===== config.mk =====
export PLATFORM = sky130hd
export DESIGN_NAME = coin_collector
export DESIGN_NICKNAME = d
export VERILOG_FILES = /design/src/rtl/vm_pkg.sv /design/src/rtl/coin_denom_sel.sv /design/src/rtl/coin_collector.sv
export SDC_FILE = /design/constraint.sdc
export NUM_CORES = 1
export LEC_CHECK = 0
export CAP_MARGIN = 20
export CORE_MARGIN = 1
export CORE_UTILIZATION = 60
export CTS_CLUSTER_SIZE = 10
export DETAILED_ROUTE_END_ITERATION = 10
export GPL_TIMING_DRIVEN = 0
export PLACE_DENSITY_LB_ADDON = 0.2
export SYNTH_ARGS = -nofsm -noshare
export SYNTH_HDL_FRONTEND = slang
export SYNTH_SLANG_ARGS = --single-unit

===== constraint.sdc =====
create_clock -name clk -period 5.8 [get_ports clk]
set_input_delay 1.16 -clock clk [delete_from_list [all_inputs] [get_ports clk]]
set_output_delay 1.16 -clock clk [all_outputs]
set_load 0.01 [all_outputs]

===== src/rtl/vm_pkg.sv =====
`default_nettype none
// +----------------------------------------------------------------------------+
// | vm_pkg: shared coin encodings, coin values and purchase-path FSM states.   |
// | Rev 1.0                                                                    |
// +----------------------------------------------------------------------------+
package vm_pkg;

    localparam int MONEY_W = 7;

    localparam logic [1:0] COIN_1  = 2'b00;
    localparam logic [1:0] COIN_2  = 2'b01;
    localparam logic [1:0] COIN_5  = 2'b10;
    localparam logic [1:0] COIN_10 = 2'b11;

    typedef enum logic [1:0] {
        IDLE    = 2'd0,
        COLLECT = 2'd1,
        PRESENT = 2'd2,
        REFUND  = 2'd3
    } state_t;

    function automatic logic [MONEY_W-1:0] coin_value(input logic [1:0] code);
        logic [MONEY_W-1:0] val;
        case (code)
            COIN_1:  val = 7'd1;
            COIN_2:  val = 7'd2;
            COIN_5:  val = 7'd5;
            default: val = 7'd10;
        endcase
        return val;
    endfunction

endpackage
`default_nettype wire


===== src/rtl/coin_denom_sel.sv =====
`default_nettype none
// +----------------------------------------------------------------------------+
// | coin_denom_sel: picks the largest coin not exceeding the remaining amount. |
// | Rev 1.0                                                                    |
// +----------------------------------------------------------------------------+
module coin_denom_sel
    import vm_pkg::*;
(
    input  logic [MONEY_W-1:0] remaining,
    output logic [1:0]         chg_type,
    output logic [MONEY_W-1:0] coin_val
);

    always_comb begin
        chg_type = COIN_1;
        coin_val = '0;
        if (remaining >= 7'd10) begin
            chg_type = COIN_10;
            coin_val = 7'd10;
        end else if (remaining >= 7'd5) begin
            chg_type = COIN_5;
            coin_val = 7'd5;
        end else if (remaining >= 7'd2) begin
            chg_type = COIN_2;
            coin_val = 7'd2;
        end else if (remaining == 7'd1) begin
            chg_type = COIN_1;
            coin_val = 7'd1;
        end
    end

endmodule
`default_nettype wire


===== src/rtl/coin_collector.sv =====
`default_nettype none
// +----------------------------------------------------------------------------+
// | coin_collector: accumulates coin credit, presents it, dispenses change.    |
// | Rev 1.0                                                                    |
// +----------------------------------------------------------------------------+
module coin_collector
    import vm_pkg::*;
#(
    parameter int MAX_CREDIT     = 127,
    parameter int TIMEOUT_CYCLES = 200,
    parameter int TMR_W          = 8
) (
    input  logic       clk,
    input  logic       rst,
    input  logic       coin_valid,
    input  logic [1:0] coin_type,
    input  logic       confirm,
    input  logic       cancel,
    output logic       money_valid,
    output logic [6:0] money,
    input  logic       done,
    input  logic [6:0] change_in,
    output logic       coin_reject,
    output logic       chg_valid,
    output logic [1:0] chg_type,
    output logic       busy
);

    localparam logic [MONEY_W:0] MAX_CREDIT_W = (MONEY_W+1)'(MAX_CREDIT);
    localparam logic [TMR_W-1:0] TMR_LAST     = TMR_W'(TIMEOUT_CYCLES - 1);

    state_t             state_q, state_d;
    logic [MONEY_W-1:0] credit_q, credit_d;
    logic [TMR_W-1:0]   timer_q, timer_d;
    logic [MONEY_W-1:0] refund_q, refund_d;
    logic [MONEY_W-1:0] money_q, money_d;
    logic               money_valid_q, money_valid_d;
    logic               coin_reject_q, coin_reject_d;
    logic               chg_valid_q, chg_valid_d;
    logic [1:0]         chg_type_q, chg_type_d;
    logic               busy_q, busy_d;

    logic [MONEY_W-1:0] in_val;
    logic [MONEY_W:0]   sum;
    logic               fits;
    logic [MONEY_W-1:0] clamp;
    logic [1:0]         sel_type;
    logic [MONEY_W-1:0] sel_val;

    coin_denom_sel u_denom_sel (
        .remaining (refund_q),
        .chg_type  (sel_type),
        .coin_val  (sel_val)
    );

    always_comb begin
        in_val = coin_value(coin_type);
        // Widened add so an overflowing coin is detected instead of wrapping.
        sum    = {1'b0, credit_q} + {1'b0, in_val};
        fits   = (sum <= MAX_CREDIT_W);
        clamp  = (change_in < credit_q) ? change_in : credit_q;

        state_d       = state_q;
        credit_d      = credit_q;
        timer_d       = timer_q;
        refund_d      = refund_q;
        coin_reject_d = 1'b0;
        chg_valid_d   = 1'b0;
        chg_type_d    = 2'b00;

        case (state_q)
            IDLE: begin
                if (coin_valid) begin
                    credit_d = in_val;
                    timer_d  = '0;
                    state_d  = COLLECT;
                end
            end
            COLLECT: begin
                if (cancel) begin
                    coin_reject_d = coin_valid;
                    refund_d      = credit_q;
                    timer_d       = '0;
                    state_d       = REFUND;
                end else begin
                    if (coin_valid && fits) begin
                        credit_d = sum[MONEY_W-1:0];
                        timer_d  = '0;
                    end else begin
                        coin_reject_d = coin_valid;
                        timer_d       = timer_q + 1'b1;
                    end
                    if (confirm) begin
                        timer_d = '0;
                        state_d = PRESENT;
                    end else if (!(coin_valid && fits) && timer_q == TMR_LAST) begin
                        refund_d = credit_q;
                        timer_d  = '0;
                        state_d  = REFUND;
                    end
                end
            end
            PRESENT: begin
                coin_reject_d = coin_valid;
                if (done) begin
                    refund_d = clamp;
                    if (clamp == '0) begin
                        credit_d = '0;
                        state_d  = IDLE;
                    end else begin
                        state_d  = REFUND;
                    end
                end
            end
            REFUND: begin
                coin_reject_d = coin_valid;
                chg_valid_d   = 1'b1;
                chg_type_d    = sel_type;
                refund_d      = refund_q - sel_val;
                if (refund_d == '0) begin
                    credit_d = '0;
                    state_d  = IDLE;
                end
            end
            default: state_d = IDLE;
        endcase

        money_d       = credit_d;
        money_valid_d = (state_d == PRESENT);
        busy_d        = (state_d == PRESENT) || (state_d == REFUND);
    end

    always_ff @(posedge clk) begin
        if (rst) begin
            state_q       <= IDLE;
            credit_q      <= '0;
            timer_q       <= '0;
            refund_q      <= '0;
            money_q       <= '0;
            money_valid_q <= 1'b0;
            coin_reject_q <= 1'b0;
            chg_valid_q   <= 1'b0;
            chg_type_q    <= 2'b00;
            busy_q        <= 1'b0;
        end else begin
            state_q       <= state_d;
            credit_q      <= credit_d;
            timer_q       <= timer_d;
            refund_q      <= refund_d;
            money_q       <= money_d;
            money_valid_q <= money_valid_d;
            coin_reject_q <= coin_reject_d;
            chg_valid_q   <= chg_valid_d;
            chg_type_q    <= chg_type_d;
            busy_q        <= busy_d;
        end
    end

    assign money       = money_q;
    assign money_valid = money_valid_q;
    assign coin_reject = coin_reject_q;
    assign chg_valid   = chg_valid_q;
    assign chg_type    = chg_type_q;
    assign busy        = busy_q;

endmodule
`default_nettype wire


## After elaboration in Yosys (flattened, before gate mapping)

Index checks and enable logic that the tools add are counted.

| storage, ports and cells | value |
|---|---|
| input bits | 15 |
| register bits | 30 |
| word-level logic and storage cells | 89 |

| cells by class | value |
|---|---|
| reductions and logical operators | 15 |
| bitwise gates (word level) | 1 |
| equality and inequality tests | 17 |
| mux-type cells | 39 |
| $add $sub $neg | 3 |
| $lt $le $gt $ge | 5 |

Operators by type and width:

| cell | count |
|---|---|
| $mux 7 | 14 |
| $mux 8 | 5 |
| $pmux 7 s4 | 1 |
| $pmux 7 s3 | 1 |
| $mux 2 | 9 |
| $pmux 8 s2 | 1 |
| $logic_not 7->1 | 2 |
| $ne 2x2->1 const B | 6 |
| $pmux 4 s3 | 1 |
| $eq 2x2->1 const B | 5 |
| $add 7x7->8 | 1 |
| $add 8x1->8 const B | 1 |
| $eq 8x8->1 const B | 1 |
| $le 8x7->1 const B | 1 |
| $pmux 2 s4 | 1 |
| $eq 7x1->1 const B | 1 |
| $ge 7x2->1 const B | 1 |
| $ge 7x3->1 const B | 1 |
| $ge 7x4->1 const B | 1 |
| $lt 7x7->1 | 1 |
| $sub 7x7->7 | 1 |
| $ne 3x3->1 const B | 2 |
| $reduce_and 6->1 | 1 |
| $mux 1 | 5 |
| other kinds (12) | 16 |

## Longest topological paths before layout

| logic depth | value |
|---|---|
| depth in word-level cells | 13 |
| depth in mapped cells | 13 |
| depth with buffers taken out | 12 |

## Cells and area by module

A second synthesis with hierarchy kept.

| unflattened totals | value |
|---|---|
| cells, all modules | 288 |
| area, all modules | 2322.2 um^2 |

Modules (own cells, without submodules):

| module | cells each | times used | area each (um^2) | sequential area each (um^2) |
|---|---|---|---|---|
| coin_collector | 268 | 1 | 2187.1 | 600.6 |
| coin_denom_sel | 20 | 1 | 135.1 | 0.0 |

## Worst setup path after synthesis

Ideal clock, no wire load.

| timing path | value |
|---|---|
| path type | input port to flip-flop |
| from | input port coin_type[1] |
| to | register refund_q[1] |
| buffers on the path | 1 |
| stages | 9 |
| arrival | 2.715 ns |
| path slack | 2.951 ns |
| cells stage by stage | nor2b_1 > ha_1 > o21ai_0 > o21ai_0 > nand3_1 > o21a_1 > buf_2 > a221oi_1 > a211oi_1 |

| on the way | value |
|---|---|
| longest elaborated chain between the ends | 9 |
| elaborated cells on any way between the ends | 11 |
| classes of those cells | add/sub: 1; order compare: 1; eq/ne: 3; mux: 1; reduce/logical: 5 |

Ends and longest elaborated chain:

| what | line | text |
|---|---|---|
| from (decl) | coin_collector.sv:16 | `input logic [1:0] coin_type,` |
| $eq 2x2->1, or another cell as far along | vm_pkg.sv:24 | `case (code)` |
| $pmux 4 s3 (*) | vm_pkg.sv:24 |  |
| $add 7x7->8 (*) | coin_collector.sv:59 | `sum = {1'b0, credit_q} + {1'b0, in_val};` |
| $le 8x7->1 (*) | coin_collector.sv:60 | `fits = (sum <= MAX_CREDIT_W);` |
| $logic_and 1x1->1 (*) | coin_collector.sv:96 | `end else if (!(coin_valid && fits) && timer_q == TMR_LAST) begin` |
| $logic_not 1->1 (*) | coin_collector.sv:96 |  |
| $logic_and 1x1->1 (*) | coin_collector.sv:96 |  |
| $ne 3x3->1 (no source line) (*) | - |  |
| $reduce_and 4->1 (no source line) (*) | - |  |
| to (signal assigned) | coin_collector.sv:149 | `refund_q <= refund_d;` |
| to (decl) | coin_collector.sv:35 | `logic [MONEY_W-1:0] refund_q, refund_d;` |

Mark *: on every way between the ends. The rest lies on a longest branch, timed or not.
A chain may end at the register's enable or synchronous reset.

## Worst setup path in the final report

| timing path | value |
|---|---|
| from | input port coin_type[0] |
| to | register refund_q[1] |

Same word-level chain as after synthesis.

==> flow_summary_export.csv <==
group,metric,value,unit
worst_setup_path,slowest_stage,"clkdlybuf4s50_1",
synthesis,async_flop_share,0,
power,internal_power,449,uW
timing,setup_tns,0,ns
worst_setup_path,required,5.95,ns
final_layout,drive_gt1_frac,0.0886,
timing,worst_pin_slew,0.515,ns
clocking,ctsRootBufferMaster,"clkbuf_8",
timing,skew,0.00591,ns
floorplan,start_util,0.625,
routing,final_antenna_net_count,0,
routing,first_pass_iters,4,
power,p_sw_frac,0.397,
floorplan,dieArea,4070,um2
floorplan,pin_count,28,
timing,setup_viol,0,
timing,relSlewSlack,0.657,
power,leakage,0.997,nW
synthesis,syn_area_per_cell,8.12,um2
worst_setup_path,cp-start-kind,"input pin",
floorplan,rows,22,
final_layout,regArea,581,um2
worst_setup_path,r2r_start,"refund_q[4]$_SDFFE_PP0P_",
power,p_sw,296,uW
final_layout,final_cell_mix,"dfxtp_1 (29), nor2_1 (26), clkdlybuf4s50_1 (26)",
floorplan,design.core.area,3660,um2
worst_setup_path,critical-path-top-delay-family,"compound AO/OA/AOI/OAI gates",
routing,via_per_inst,6.07,
synthesis,synth.distinct_cells,57,
synthesis,yosysWarnings,0,
global_route,grt_first_pass_wirelength,8.85,mm
place,dpl_worst_slack,1.99,ns
outcome,status,"finished, final reports clean",
worst_setup_path,arrival,3.73,ns
timing,setup_ws,2.23,ns
synthesis,synth_ff_type,"dfxtp_1",
global_route,grt_start_max_net_pins,11,
final_layout,mostFrequentLayoutCell,"dfxtp_1",
clocking,cts_buffers,5,
routing,routedWlPerCell,14.8,um
synthesis,ys_top_cells_by_area,"dfxtp_1 (25%), ha_1 (8.2%), a21oi_1 (4.8%)",
min_path,worst_hold_path_type,"reg -> reg",
floorplan,die_h,63.8,um
clocking,insertion_delay,0.28,ns
final_layout,antenna_cells,0,
global_route,antenna_found_initial,0,
power,ir_drop,0.217,mV
synthesis,ys_ff_latch,29,
final_layout,area_delta_synth_final,17.8,%
synthesis,syn_area,2290,um2
place,hpwl,4.12,mm
timing,fin_crit_sh,0.616,
routing,drc_errors,0,
global_route,grt-ovfl-total,0,
timing,finalCriticalPeriod,3.57,ns
timing,max_freq,280,MHz
place,gp_congestion,0.890,
timing,rsz0062_at_grt,"false",
min_path,worstHoldStart,"timer_q[7]$_SDFFE_PP0P_",
worst_setup_path,crit_chain,"clkdlybuf4s50_1, nor2b_1, ha_1, o21ai_0, o21ai_0, nand3_1, o21a_1, buf_2, a221oi_1, a211oi_1",
timing,hold_violations,0,
routing,drtIter0Drc,157,
worst_setup_path,cp_common_cell,"o21ai_0",
clocking,cts_max_path_buffers,2,
worst_setup_path,end_kind,"register",
power,p_seq_frac,0.312,
power,power.density,277,nW/um2
clocking,htree_levels,2,
clocking,clkTransAtPathRegs,0.07,ns
synthesis,synth-edff-count,0,
global_route,grt_pass1_vias,1919,
timing,whs,0.490,ns
clocking,cts.repair.resized,0,
synthesis,synth_top_cell_by_area,"dfxtp_1",
clocking,cts.sinks,29,
worst_setup_path,crit_buf_inv,2,
synthesis,seq_area_frac_synth,0.254,
floorplan,die_w,63.8,um
worst_setup_path,path_class,"in -> reg",
synthesis,syn_inst,282,
synthesis,syn-num-nets,314,
power,comb_power_share,0.470,
final_layout,final_nets,347,
power,clockPowerShare,0.218,
run,cap_violations,0,
timing,finalMaxSlewViolations,0,
global_route,grtUsageTotal,0.276,
clocking,cts_tree,"built",
routing,num_vias,2210,
final_layout,multiInputGateArea,1560,um2
final_layout,fill_cells,291,
clocking,cts_post_setup_buffers_inserted,0,
worst_setup_path,cp_max_fo,9,
synthesis,yosysTopAreaCellShare,0.254,
worst_setup_path,max_stage_delay,0.59,ns
clocking,ctsHoldBuffers,0,
worst_setup_path,cp-startpoint,"coin_type[0]",
place,portBuffers,26,
routing,wl,5.38,mm
worst register-to-register path: cells and delay by family (launching register included):
kind | cells | cell delay (ns)
buffers and inverters | 2 | 0.18
AO/OA/AOI/OAI | 8 | 1.72
adder cells (fa/ha/maj) | 2 | 0.60
flip-flops | 1 | 0.31
AND/OR/NAND/NOR | 1 | 0.30
synth_stat cells, types with 2 or more instances:
master	n
dfxtp_1	29
nor2_1	26
a21oi_1	22
o21ai_0	18
nand2_1	16
ha_1	15
inv_1	15
nor2b_1	10
nor3_1	10
o2bb2ai_1	8
a21o_1	7
nand3_1	7
a211oi_1	6
a221oi_1	6
buf_6	6
nor4_1	6
and2_1	5
clkbuf_1	5
nand2b_1	5
xor2_1	4
a22o_1	3
nand4_1	3
o211ai_1	3
o21ai_1	3
o31ai_1	3
or2_2	3
a31o_2	2
and3_1	2
fa_1	2
mux2i_1	2
nor3b_1	2
o21a_1	2
xnor2_1	2
stage by stage:
stage | power, mW | area (um2) | instances | utilization
global route | 0.793 | 2700 | 364 | 0.736
finish | 0.746 | 2700 | 364 | 0.736
detailed placement | 0.583 | 2610 | 356 | 0.713
CTS | 0.748 | 2700 | 364 | 0.736
floorplan | 0.498 | 2290 | 282 | -
global placement | 0.575 | 2610 | 356 | 0.713
kinds of logic (layout without fill, tap and decap cells):
| group | Yosys count | in the layout | synth area share |
|---|---|---|---|
| and+or+nand+nor | 102 | 102 | 0.233 |
| muxes | 2 | 2 | 0.00875 |
| AOI/OAI and AO/OA | 98 | 98 | 0.315 |
| DFF | 29 | 29 | 0.254 |
| adders and majority gates | 17 | 17 | 0.0995 |
| xor gates and xnor gates | 6 | 6 | 0.0230 |
| buffers and inverters | 28 | 62 | 0.0667 |
final timing paths:
path	to	slack, ns	depth (start not counted)
setup / recovery	refund_q[1]$_SDFFE_PP0P_	2.23	10
hold / removal	timer_q[7]$_SDFFE_PP0P_	0.49	1
setup reg to reg	money[3]$_SDFFE_PP0P_	2.60	13
hold reg to reg	timer_q[7]$_SDFFE_PP0P_	0.49	1
sequential cells by signal, summed over array words and instances (netlist names):
name and cells:
chg_type 2, chg_valid 1, coin_reject 1, money 7
money_valid 1, refund_q 7, state_q 2, timer_q 8
per-layer routing:
metal	wire [um]	track usage	up-vias
met2	2450	0.438	69
met3	286	0.0571	10
li1	-	-	1112
met1	2540	0.370	1019
met5	0	0	-
met4	101	0.0966	0
cell type report:
class / instances / area share
flip-flops and latches: 29 / 0.215
inverters: 15 / 0.0209
well taps: 48 / 0.0223
clock buffers: 5 / 0.0255
repair buffers: 26 / 0.0966
plain buffers: 13 / 0.0357
clock inverters: 3 / 0.00650
multi-input cells: 225 / 0.577
power by group through the flow:
stage          Sequential [mW]  Clock, mW  Combinational, mW
3_3_place_gp             0.236          0              0.339
5_1_grt                  0.235      0.174              0.384
2_1_floorplan            0.235          0              0.263
6_report                 0.233      0.163              0.350
3_5_place_dp             0.237          0              0.346
4_1_cts                  0.233      0.166              0.350
Power figures use the tool's default switching activity.
